<file path="config.mk">
export PLATFORM = sky130hd
export DESIGN_NAME = inv_sub_bytes_seq
export DESIGN_NICKNAME = d
export VERILOG_FILES = /design/src/rtl/inv_sub_bytes_seq.sv
export SDC_FILE = /design/constraint.sdc
export NUM_CORES = 2
export LEC_CHECK = 0
export ABC_AREA = 0
export CAP_MARGIN = 20
export CORE_UTILIZATION = 57
export CTS_CLUSTER_DIAMETER = 30
export CTS_CLUSTER_SIZE = 20
export DETAILED_ROUTE_END_ITERATION = 10
export GPL_TIMING_DRIVEN = 0
export PLACE_DENSITY = 0.83
export SYNTH_ARGS = -nofsm -noshare
export SYNTH_HDL_FRONTEND = slang
export SYNTH_SLANG_ARGS = --single-unit
export TNS_END_PERCENT = 1
</file>
<file path="constraint.sdc">
create_clock -name clk -period 19.87 [get_ports clk]
set_input_delay 3.974 -clock clk [delete_from_list [all_inputs] [get_ports clk]]
set_output_delay 3.974 -clock clk [all_outputs]
set_load 0.02 [all_outputs]
</file>
<file path="src/rtl/inv_sub_bytes_seq.sv">
// Sequential AES inverse SubBytes: LANES shared arithmetic inverse S-boxes, MSB group first.
// Optional completed-block counter enabled by defining INV_SUB_BYTES_COUNT_EN.
module inv_sub_bytes_seq #(
    parameter int unsigned LANES = 4
) (
    input  logic         clk,
    input  logic         rst,
    input  logic         in_valid,
    output logic         in_ready,
    input  logic [127:0] in,
    output logic         out_valid,
    input  logic         out_ready,
    output logic [127:0] out
`ifdef INV_SUB_BYTES_COUNT_EN
    ,
    output logic [31:0]  blocks_done
`endif
);

    localparam int unsigned N  = 16 / LANES;
    localparam int unsigned GW = (N > 1) ? $clog2(N) : 1;
    localparam int unsigned LW = 8 * LANES;
    localparam logic [GW-1:0] GrpLast = GW'(N - 1);

    typedef enum logic [1:0] {StIdle, StBusy, StDone} state_e;

    function automatic logic [7:0] gf_mul(input logic [7:0] a, input logic [7:0] b);
        logic [7:0] p;
        logic [7:0] x;
        p = '0;
        x = a;
        for (int i = 0; i < 8; i++) begin
            if (b[i]) p = p ^ x;
            x = {x[6:0], 1'b0} ^ (x[7] ? 8'h1b : 8'h00);
        end
        return p;
    endfunction

    // a^254 == a^-1 for a != 0, and yields 0 for a == 0.
    function automatic logic [7:0] gf_inv(input logic [7:0] a);
        logic [7:0] sq;
        logic [7:0] r;
        sq = a;
        r  = 8'h01;
        for (int i = 1; i < 8; i++) begin
            sq = gf_mul(sq, sq);
            r  = gf_mul(r, sq);
        end
        return r;
    endfunction

    function automatic logic [7:0] inv_sbox(input logic [7:0] b);
        logic [7:0] t;
        t = {b[6:0], b[7]} ^ {b[4:0], b[7:5]} ^ {b[1:0], b[7:2]} ^ 8'h05;
        return gf_inv(t);
    endfunction

    state_e          state_q, state_d;
    logic [GW-1:0]   grp_q, grp_d;
    logic [127:0]    work_q, work_d;
    logic [127:0]    shifted, grp_mask, lane_ext;
    logic [LW-1:0]   lane_in, lane_out;
    logic [6:0]      shamt;

    // Position of the current group within the working register.
    always_comb begin
        shamt    = 7'(LW * (N - 1 - 32'(grp_q)));
        shifted  = work_q >> shamt;
        lane_in  = shifted[LW-1:0];
        grp_mask = '0;
        grp_mask[LW-1:0] = '1;
        lane_ext = '0;
        lane_ext[LW-1:0] = lane_out;
    end

    for (genvar g = 0; g < LANES; g++) begin : g_lane
        assign lane_out[8*g +: 8] = inv_sbox(lane_in[8*g +: 8]);
    end

    always_ff @(posedge clk) begin
        if (rst) begin
            state_q <= StIdle;
            grp_q   <= '0;
            work_q  <= '0;
        end else begin
            state_q <= state_d;
            grp_q   <= grp_d;
            work_q  <= work_d;
        end
    end

    always_comb begin
        state_d = state_q;
        grp_d   = grp_q;
        work_d  = work_q;
        unique case (state_q)
            StIdle: begin
                if (in_valid) begin
                    work_d  = in;
                    grp_d   = '0;
                    state_d = StBusy;
                end
            end
            StBusy: begin
                work_d = (work_q & ~(grp_mask << shamt)) | (lane_ext << shamt);
                grp_d  = grp_q + 1'b1;
                if (grp_q == GrpLast) state_d = StDone;
            end
            StDone: begin
                if (out_ready) state_d = StIdle;
            end
            default: state_d = StIdle;
        endcase
    end

    always_comb begin
        in_ready  = (state_q == StIdle);
        out_valid = (state_q == StDone);
        out       = out_valid ? work_q : '0;
    end

`ifdef INV_SUB_BYTES_COUNT_EN
    logic [31:0] count_q;

    always_ff @(posedge clk) begin
        if (rst) begin
            count_q <= '0;
        end else if (state_q == StDone && out_ready) begin
            count_q <= count_q + 32'd1;
        end
    end

    assign blocks_done = count_q;
`endif

endmodule

</file>
Yosys cells after proc, flatten, opt, wreduce, memory -nomap -nowiden
Cells that the tools add are included.

Add/sub/neg operators: 2. Multipliers: 0. Divide/modulo/power cells: 0. Magnitude comparators: 0. Equality and inequality tests: 6. Shift-type cells: 3. Multiplexer cells: 821. Bitwise operators: 771. Reduce and logical (&&, ||, !) cells: 4.

Operators by type and width (number): two-way mux 8 bit (420); XOR 8 bit (372); XOR 8 x 5 -> 8 bit (364); two-way mux 5 bit (368); two-way mux 128 bit (2); case mux 128 bit (2 select lines) (1); bitwise AND 128 bit (1); inverter 128 bit (1); bitwise OR 128 bit (1); << shifter 32 x 7 -> 128 bit (1); << shifter 32 x 7 -> 128 bit (first input constant) (1); >> shifter 128 x 7 -> 32 bit (1); two-way mux 7 bit (4); inverter 1 bit (first input constant) (28); two-way mux 6 bit (4); two-way mux 2 bit (8); two-way mux 4 bit (4); two-way mux 3 bit (4); inverter 2 bit (4); case mux 2 bit (3 select lines) (1); == test 2 bit (second input constant) (2); two-way mux 1 bit (4); != test 2 bit (second input constant) (2); case mux 2 bit (2 select lines) (1); other kinds (8) (8).

Register bits after elaboration: 132. Bits in latches: 0. Memory bits (writable): 0. Bits in read-only memories: 0. Bits of input ports: 132. Output and inout port bits: 130. Memories: 0.

Logic depth before layout (Yosys ltp)
Word-level depth: 134. Gate-level depth with buffers: 75. Mapped depth without buffers: 64.

Least setup slack after synthesis
Ideal clock, no wire load.

Path type: reg-to-reg. From: reg grp_q[0]. To: reg work_q[100]. Library setup time: 0.124 ns. Arrival time: 16.905 ns. Path slack: 2.841 ns. Stages on the path, launching flop included: 72. Buffers on the path: 13. Cells stage by stage: dfxtp_1 > buf_6 > buf_8 > buf_8 > buf_8 > mux4_2 > buf_4 > xor2_1 > xnor2_1 > ha_1 > clkbuf_1 > nand2_1 > xnor2_2 > inv_1 > clkbuf_1 > buf_2 > ha_1 > buf_2 > [... 36 more ...] > a311o_1 > nor4b_1 > a211o_1 > a221oi_2 > o21ai_1 > clkbuf_1 > a211o_1 > a31o_2 > xor2_2 > xor2_1 > xor2_1 > nor2_1 > xor2_1 > xnor2_1 > xnor2_1 > xnor2_1 > a221oi_1 > nor4_1.

Word-level cells in the longest chain between the ends: 132. Elaborated cells on any way between the ends: 396.

RTL lines: from (decl) (RTL line 59) `logic [GW-1:0] grp_q, grp_d;`; from (signal assigned) (RTL line 87) `grp_q <= grp_d;`; subtractor 2 bit (*) (RTL line 67) `shamt = 7'(LW * (N - 1 - 32'(grp_q)));`; >> shifter 128 x 7 -> 32 bit (RTL line 68) `shifted = work_q >> shamt;`; XOR 8 bit (2 in a row) (RTL line 54) `t = {b[6:0], b[7]} ^ {b[4:0], b[7:5]} ^ {b[1:0], b[7:2]} ^ 8'h05;`; inverter 2 bit (no line); two-way mux 8 bit (RTL line 33) `if (b[i]) p = p ^ x;`; XOR 8 bit (RTL line 33); two-way mux 8 bit (RTL line 33); XOR 8 bit (RTL line 33); [... 115 more ...]; two-way mux 8 bit (RTL line 33); XOR 8 bit (RTL line 33); two-way mux 8 bit (RTL line 33); XOR 8 bit (RTL line 33); two-way mux 8 bit (RTL line 33); << shifter 32 x 7 -> 128 bit (RTL line 105) `work_d = (work_q & ~(grp_mask << shamt)) | (lane_ext << shamt);`; bitwise OR 128 bit (*) (RTL line 105); case mux 128 bit (2 select lines) (*) (RTL line 96) `unique case (state_q)`; to (signal assigned) (RTL line 88) `work_q <= work_d;`; to (decl) (RTL line 60) `logic [127:0] work_q, work_d;`.

Mark *: on every way between the ends. The rest lies on a longest branch, timed or not. A chain may end at the register's enable or synchronous reset.

Worst setup path after layout
From: reg grp_q[0]. To: reg work_q[26].

Word-level cells in the longest chain between the ends: 131. Elaborated cells on any way between the ends: 395.

RTL lines (RTL line): subtractor 2 bit (*) (67); >> shifter 128 x 7 -> 32 bit (68); XOR 8 bit (2 in a row) (54); two-way mux 5 bit or inverter 2 bit (tied branches); XOR 8 x 5 -> 8 bit or two-way mux 8 bit (tied branches) (34, 33); XOR 8 bit (33); two-way mux 8 bit (33); XOR 8 bit (33); [... 114 more ...]; two-way mux 8 bit (33); XOR 8 bit (33); two-way mux 8 bit (33); XOR 8 bit (33); two-way mux 8 bit (33); << shifter 32 x 7 -> 128 bit (105); bitwise OR 128 bit (*) (105); case mux 128 bit (2 select lines) (*) (96).

Marks and branches as above.

==> qor.yml <==
synth:
  synthArstFlopShare_pct: 0
  synth_edf_count: 0
  ys_seq_area_share_pct: 3.91
  avgSynthCellArea_um2: 7.32
  synthDominantCellAreaShare_pct: 21.2
  ys_ff_latch: 132
  yosysWarnings: 0
  ys_types: 128
  netlist_area_um2: 67600
  yosys.area.top_type: "xnor2_1"
  synth_area_leaders: "xnor2_1 (21%), xnor3_1 (8.2%), nor2_1 (7.2%)"
  synthFlopType: "dfxtp_1"
  syn_nets: 9400
  syn_inst: 9236
clock_tree:
  clkTransAtPathRegs_ps: 70
  cts_inserted_buffers: 17
  worst_skew_pair.late_latency_ps: 470
  cts_root_buf: "clkbuf_16"
  htreeDepth: 4
  cts_buffer_depth: 2
  cts_tree: "built"
  clock-sinks: 132
  cts_hold_buf: 0
final_layout:
  multiInputGateArea_um2: 62600
  drive_gt1_share_pct: 9.32
  fill_cells: 10600
  final_cell_mix: "xnor2_1 (1,582), nor2_1 (1,295), nand2_1 (802)"
  final_net_count: 9727
  layout_commonest_cell: "xnor2_1"
  synthToLayoutAreaGrowth_pct: 9.97
  fin_util_pct: 63.1
  seq_area_um2: 2640
detailed_routing:
  vias_per_cell: 6.72
  ant_nets: 0
  drtPass1Iterations: 10
  drc: 0
  num_vias: 74700
  finalWirelength_mm: 263
  drtIter0Drc: 10800
  wl_per_cell_um: 23.6
worst_setup_path:
  endpoint_kind: "flop"
  r2r.worst_path.cells: 71
  slowest_delay_ps: 540
  cp_data_required_time_ps: 20170
  cp_slowest_cell: "xnor2_1"
  cp_data_arrival_time_ps: 19650
  path_max_fanout: 10
  cp_common_cell: "xnor2_1"
  path_class: "reg2reg"
  startpoint_type: "flop"
timing:
  fin_skew_ps: 18.6
  timing.fmax_mhz: 51.7
  maxSlewViolCount: 0
  grt_setup_unrepaired: "yes"
  finalSetupViolations: 0
  fin_crit_ps: 19360
  tightest_slew_ps: 1330
  slew_headroom_pct: 11.3
  fin_crit_sh_pct: 97.4
  finalHoldViolations: 0
global_route:
  track_usage_pct: 41.1
  antenna_found_initial: 17
  grt_pass1_wl_mm: 396
  grt_overflow_total: 0
  grt_pass1_vias: 68000
  grt_max_degree: 17
floorplan:
  initial_core_util_pct: 57.4
  dieWidth_um: 346
  num_rows: 126
  coreArea_um2: 118000
  die-height_um: 346
  io_pins: 262
  die-area_um2: 120000
min_path:
  holdPathStages: 2
  hold_path_class: "reg2reg"
placed_design:
  gp_congestion: 1.08
  port_buffers: 261
  post-dp-hpwl_mm: 202
flow_run:
  max_cap_violations: 0
run_status:
  status: "complete, no violations"
## metrics by stage
stage	setup TNS [ps]	worst slack [ps]	hold slack [ps]	instances	cell area, µm²
after CTS	0	4.56	508	11100	73100
after detailed placement	-103130	-1640	499	11000	72200
after global routing	-3580	-202	533	11100	74400
after global placement	-75510	-1340	487	11000	72200
final	0	515	521	11100	74400
after floorplan	0	2840	459	9236	67600
## critical path: cells and delay by family, from the launching register on
family | cells | cell delay [ps]
and+or+nand+nor | 14 | 3040
adders and majority gates | 4 | 1550
DFF | 1 | 420
xor gates and xnor gates | 20 | 5570
buffers and inverters | 15 | 3430
muxes | 3 | 1000
AOI/OAI and AO/OA | 15 | 4170
## final timing paths
check	to	from	slack (ps)
setup reg to reg	work_q[26]	grp_q[0]	510
setup / recovery	work_q[26]	grp_q[0]	510
hold / removal	work_q[88]	work_q[88]	520
hold reg to reg	work_q[88]	work_q[88]	520
## synth_stat cells (37+ instances only)
library cell	instances
dfxtp_1	132
o21ai_1	48
inv_1	104
buf_4	44
a21oi_1	447
buf_2	174
mux2i_1	202
and3_1	64
nor2_1	1297
nor3_1	318
a211oi_1	81
nand2b_1	50
xnor2_2	98
and2_1	190
o31ai_1	43
xor2_1	426
xor2_2	37
nand3_1	219
nor4_1	57
a22oi_1	151
nor2b_1	57
nand2_1	802
clkbuf_1	396
o211ai_1	94
o21ai_0	446
or3_1	46
a31oi_1	75
buf_1	44
xnor2_1	1639
xnor3_1	245
nand4_1	47
xor3_1	45
mux4_2	37
o22ai_1	160
mux2_2	59
a221oi_1	74
## state kept, by name, indices dropped and copies added (netlist names)
| signal | cells |
|---|---|
| grp_q | 2 |
| state_q | 2 |
| work_q | 128 |
## metal layers
metal	routed length, µm	share of wire (%)	global-route usage (%)
met1	104000	39	55.9
met2	110000	42	61.6
met3	37000	14	10.7
met4	11600	4.4	15.7
met5	190	0.072	0.880
## kinds of logic after synthesis
logic type | synth area share, %
adder cells (fa/ha/maj) | 0.696
AO/OA/AOI/OAI | 21.3
XOR/XNOR | 41.6
multiplexers | 5.32
flip-flops | 3.91
buffers and inverters | 5.22
AND/OR/NAND/NOR | 21.9
## timing repair
action,in CTS,in global routing
endpoints found under the setup margin,103,128
setup buffers,3,36
gates resized for setup,47,159
pin swaps,6,21
## cell type report
type	count	share of cell area, %
inverters	127	0.651
clock buffers	17	0.572
repair buffers	311	4.06
multi-input cells	8301	84.2
well taps	1536	2.58
diodes	14	0.0471
clock inverters	14	0.190
flip-flops and latches	132	3.55
plain buffers	673	4.14
Power is not shown: default switching activity piles up to over one toggle a cycle in this logic, so the estimate is an artifact.
